==> src/rtl/ptos_pkg.sv <==
// rtl/ptos_pkg.sv - shared symbol constants and scheduler state encoding
package ptos_pkg;

  // COM symbol used as the link IDLE filler
  localparam logic [7:0] IDLE_SYM = 8'hBC;

  // Serial bit times per 8-bit symbol slot
  localparam int BITS_PER_SYM = 8;

  typedef enum logic {
    TRAIN = 1'b0,
    RUN   = 1'b1
  } sched_state_t;

endpackage

==> src/rtl/rr_arbiter_onehot.sv <==
// rtl/rr_arbiter_onehot.sv - combinational round-robin arbiter with one-hot grant
module rr_arbiter_onehot #(
  parameter int N  = 4,
  parameter int PW = $clog2(N)
) (
  input  logic [N-1:0]  req,
  input  logic [PW-1:0] rr_ptr,
  output logic [N-1:0]  grant,
  output logic          any
);

  // Scan offsets from farthest to nearest so the requester closest to rr_ptr wins
  always_comb begin
    grant = '0;
    for (int k = N - 1; k >= 0; k--) begin
      for (int j = 0; j < N; j++) begin
        if (req[PW'(j)] && ((int'(rr_ptr) + k) % N) == j) begin
          grant         = '0;
          grant[PW'(j)] = 1'b1;
        end
      end
    end
  end

  assign any = |req;

endmodule

==> src/rtl/ptos_idle_scheduler.sv <==
// rtl/ptos_idle_scheduler.sv - per-slot byte/IDLE scheduler feeding the serializer
module ptos_idle_scheduler #(
  parameter int         NUM_REQ      = 4,
  parameter logic [7:0] IDLE_SYM     = ptos_pkg::IDLE_SYM,
  parameter int         MIN_IDLE     = 4,
  parameter int         BITS_PER_SYM = ptos_pkg::BITS_PER_SYM
) (
  input  logic                 clk32f,
  input  logic                 reset,
  input  logic                 link_en,
  input  logic [NUM_REQ-1:0]   req,
  input  logic [8*NUM_REQ-1:0] data_in,
  output logic [NUM_REQ-1:0]   gnt,
  output logic [7:0]           sym_out,
  output logic                 load,
  output logic                 active,
  output logic                 trained
);

  import ptos_pkg::*;

  localparam int PW = $clog2(NUM_REQ);
  localparam int CW = $clog2(BITS_PER_SYM);

  sched_state_t         state;
  logic [CW-1:0]        bit_cnt;
  logic [3:0]           idle_cnt;
  logic [3:0]           idle_next;
  logic [PW-1:0]        rr_ptr;
  logic [PW-1:0]        win_idx;
  logic [PW-1:0]        ptr_next;
  logic [7:0]           win_byte;
  logic [NUM_REQ-1:0]   grant;
  logic                 any;
  logic                 slot_end;

  rr_arbiter_onehot #(
    .N  (NUM_REQ),
    .PW (PW)
  ) u_arb (
    .req    (req),
    .rr_ptr (rr_ptr),
    .grant  (grant),
    .any    (any)
  );

  assign slot_end  = (bit_cnt == CW'(BITS_PER_SYM - 1));
  assign idle_next = (idle_cnt == 4'(MIN_IDLE)) ? idle_cnt : idle_cnt + 4'd1;
  assign ptr_next  = (win_idx == PW'(NUM_REQ - 1)) ? '0 : win_idx + 1'b1;

  // Recover the winner index and its byte from the one-hot grant
  always_comb begin
    win_idx  = '0;
    win_byte = IDLE_SYM;
    for (int k = 0; k < NUM_REQ; k++) begin
      if (grant[PW'(k)]) begin
        win_idx  = PW'(k);
        win_byte = 8'(data_in >> (8 * k));
      end
    end
  end

  // Free-running symbol slot counter
  always_ff @(posedge clk32f) begin
    if (reset) begin
      bit_cnt <= '0;
    end else if (slot_end) begin
      bit_cnt <= '0;
    end else begin
      bit_cnt <= bit_cnt + 1'b1;
    end
  end

  // Training/run FSM; all slot decisions are registered on the slot_end edge
  always_ff @(posedge clk32f) begin
    if (reset) begin
      state    <= TRAIN;
      idle_cnt <= '0;
      rr_ptr   <= '0;
      sym_out  <= IDLE_SYM;
      active   <= 1'b0;
      load     <= 1'b0;
      gnt      <= '0;
      trained  <= 1'b0;
    end else begin
      load <= 1'b0;
      gnt  <= '0;
      if (slot_end) begin
        load    <= 1'b1;
        sym_out <= IDLE_SYM;
        active  <= 1'b0;
        unique case (state)
          TRAIN: begin
            idle_cnt <= idle_next;
            if (link_en && idle_next == 4'(MIN_IDLE)) begin
              state   <= RUN;
              trained <= 1'b1;
            end
          end
          RUN: begin
            if (!link_en) begin
              state    <= TRAIN;
              idle_cnt <= '0;
              trained  <= 1'b0;
            end else if (any) begin
              sym_out <= win_byte;
              active  <= 1'b1;
              gnt     <= grant;
              rr_ptr  <= ptr_next;
            end
          end
        endcase
      end
    end
  end

endmodule

==> config.mk <==
export PLATFORM = sky130hd
export DESIGN_NAME = ptos_idle_scheduler
export DESIGN_NICKNAME = d
export VERILOG_FILES = /design/src/rtl/ptos_pkg.sv /design/src/rtl/rr_arbiter_onehot.sv /design/src/rtl/ptos_idle_scheduler.sv
export SDC_FILE = /design/constraint.sdc
export NUM_CORES = 1
export LEC_CHECK = 0
export ABC_AREA = 1
export ABC_CLOCK_PERIOD_IN_PS = 2040
export BUFFER_PORTS_ARGS = -buffer_cell sky130_fd_sc_hd__buf_2
export CORE_UTILIZATION = 48
export DETAILED_ROUTE_END_ITERATION = 8
export PLACE_DENSITY = 0.83
export SYNTH_ARGS = -nofsm -noshare
export SYNTH_HDL_FRONTEND = slang
export SYNTH_SLANG_ARGS = --single-unit
==> constraint.sdc <==
create_clock -name clk32f -period 2.04 [get_ports clk32f]
set_input_delay 0.408 -clock clk32f [delete_from_list [all_inputs] [get_ports clk32f]]
set_output_delay 0.408 -clock clk32f [all_outputs]
set_load 0.01 [all_outputs]
==> impl_results.md <==
* Htree depth at 1
* Layout area overhead at 19.3%
* CP Class: flip-flop to flip-flop
* Critical Path End: sym_out[4]
* Final instance area at 0.00132 sq mm
* Rows at 16
* Critical Path AT at 1.81 ns
* Crit path time final at 1.60 ns
* Req. time, crit path at 2.25 ns
* CP startpoint kind: flip-flop
* Core ar. at 0.00206 sq mm
* Dpl cell area at 0.00129 sq mm
* Total wire length at 2420 microns
* Starting Density at 0.535
* RR Endpoint: sym_out[4]
* Hold Buf Count CTS at 0
* Clock root buffer: clkbuf_4
* Post-CTS sizing at 0
* Syn Area/Cell at 6.98 sq um
* Clock Skew at 0.00226 ns
* FMAX at 625 MHz
* Highest-count cells in the layout ignoring fill and taps: 50 x nand2_1, 35 x buf_2, 24 x inv_1, 23 x dfxtp_1, 15 x nand3_1
* Ratio of cells with drive above 1 in the final layout at 0.221
* DRT iter0 DRCs at 21
* Cells after Synth at 158
* R2R cell count at 6
* Slowest cell on crit path: dfxtp_1
* WP depth at 6
* Max_cap viols at 0
* RSZ-0062 raised after global routing: no
* CTS tree: done
* Die X at 49.9 microns
* Final setup viols at 0
* Crit-path cells: ha_1 > ha_1 > nor2_1 > inv_1 > o21ai_1 > inv_1
* Worst-Skew Late Latency at 0.30 ns
* Status: completed
* Die area at 0.00249 sq mm
* Final Core Density at 0.638
* Yosys warns at 0
* Fin crit share at 0.784
* Register area share after synthesis at 0.418
* TritonRoute pass-1 iters at 4
* R2R setup slack at 0.44 ns
* Lkg Pwr at 0.000656 uW
* Nets@finish at 239
* CP delay by family, top: adder cells
* Max VDD drop at 0.413 mV
* Dpl hpwl at 1880 microns
* DRC violations left at 0
* Power density over the cells at 552 mW/mm^2
* Setup tns final at 0 ns
* Slowest stage delay, CP at 0.34 ns
* CTS Buf Count at 3
* Slew Limit Fails at 0
* Mapped Area at 0.00110 sq mm
* Avg WL per Cell at 10.9 microns
* Type of the tightest min-delay check: input port to flip-flop
* I/O Buffers at 35
* Vert. Die Dim at 49.9 microns
* Remaining Overflow, GRT at 0
* Vias in the first global route at 981
* Largest net degree at the start of global routing at 13
* CTS sink cnt at 23
* CP Launch Point: bit_cnt[0]
* Post-CTS Setup Repair Bufs at 0
* Max clock buf depth at 2
* Worst-path clk slew at 0.12 ns
* Vias per cell at 4.95
* # diodes at 0
* Final ANT Viol Nets at 0
* First-pass GRT wire length at 4020 microns
* Worst-path maximum fanout at 8
* IO Pins at 54
* Final Hold Fails at 0
* Yosys reg bits at 23
* Worst r2r src: bit_cnt[0]
* Commonest non-fill, non-tap cell in the layout: nand2_1
* Crit path buf inv count at 2
* Cell variety after synth at 18
* CP Capture Type: flip-flop
* Initial antenna violation count at 0
* Total number of vias at 1,099
* GRT Util Overall at 0.211
* GP Congestion at 0.856
[worst min path at each step]
stage	start	end	cells after the start
after detailed placement	bit_cnt[0]	bit_cnt[0]	1
after CTS	req[0]	gnt[0]	3
after global routing	req[0]	gnt[0]	3
after floorplan	bit_cnt[0]	bit_cnt[0]	1
final	data_in[8]	sym_out[0]	5
after global placement	bit_cnt[0]	bit_cnt[0]	1
[cell families (layout without fill, tap and decap cells)]
kind of cell | Yosys count | count (layout) | share of synthesized area
and+or+nand+nor | 82 | 82 | 0.334
buffers and inverters | 28 | 64 | 0.109
DFF | 23 | 23 | 0.418
AOI/OAI and AO/OA | 20 | 20 | 0.0908
adders and majority gates | 4 | 4 | 0.0454
other | 1 | 2 | 0.00340
[cell type report]
cell class,instances,area (sq um)
flip-flops and latches,23,460
fillers,193,747
repair buffers,35,175
well taps,27,33.8
clock buffers,4,26.3
inverters,25,93.8
multi-input cells,108,526
[report_power, final]
part	internal (uW)	total (uW)	leakage, uW	switching (uW)
clock	76.0	204	0.0000150	128
combinational	27.1	64.7	0.000455	37.6
sequential	455	457	0.000186	2.55
[flip-flops by register name, indices dropped and copies added (netlist names)]
| name | cells |
|---|---|
| rr_ptr | 2 |
| bit_cnt | 3 |
| trained | 1 |
| idle_cnt | 4 |
| sym_out | 8 |
| state | 1 |
| active | 1 |
| load | 1 |
| gnt | 2 |
[stage by stage]
| step | hold WS (ns) | total power, uW | std cells | setup WS, ns |
|---|---|---|---|---|
| after floorplan | 0.399 | 506 | 159 | 0.678 |
| after global placement | 0.407 | 529 | 218 | 0.485 |
| after detailed placement | 0.422 | 532 | 218 | 0.458 |
| after CTS | 0.374 | 732 | 222 | 0.442 |
| after global routing | 0.366 | 759 | 222 | 0.278 |
| final | 0.378 | 726 | 222 | 0.440 |
[cell usage after synthesis]
cell	number	area (sq um)
nand2_1	50	188
inv_1	24	90.1
dfxtp_1	23	460
nand3_1	15	75.1
nor2_1	12	45.0
a21oi_1	9	45.0
o21ai_0	6	30.0
o21ai_1	5	25.0
ha_1	4	50.1
buf_4	2	15.0
buf_6	1	11.3
conb_1	1	3.75
inv_2	1	3.75
nand2_2	1	6.26
nand3_2	1	10.0
nand3_4	1	17.5
nand4_1	1	6.26
nor2_8	1	20.0
[layer usage]
layer	GRT usage	part of all wire	vias to the layer above	wire length [microns]
li1	-	-	565	-
met1	0.238	0.43	491	1040
met2	0.392	0.51	41	1240
met3	0.0463	0.049	2	119
met4	0.0571	0.0062	0	15
met5	0	0	-	0
[tightest hold or removal path, cell delays in order]
cell and delay [ns]:
buf_2 0.07, nand2_1 0.04, nand2_1 0.05, nand2_1 0.04, nand2_1 0.05
No activity file was read; power rests on OpenSTA's default activity.
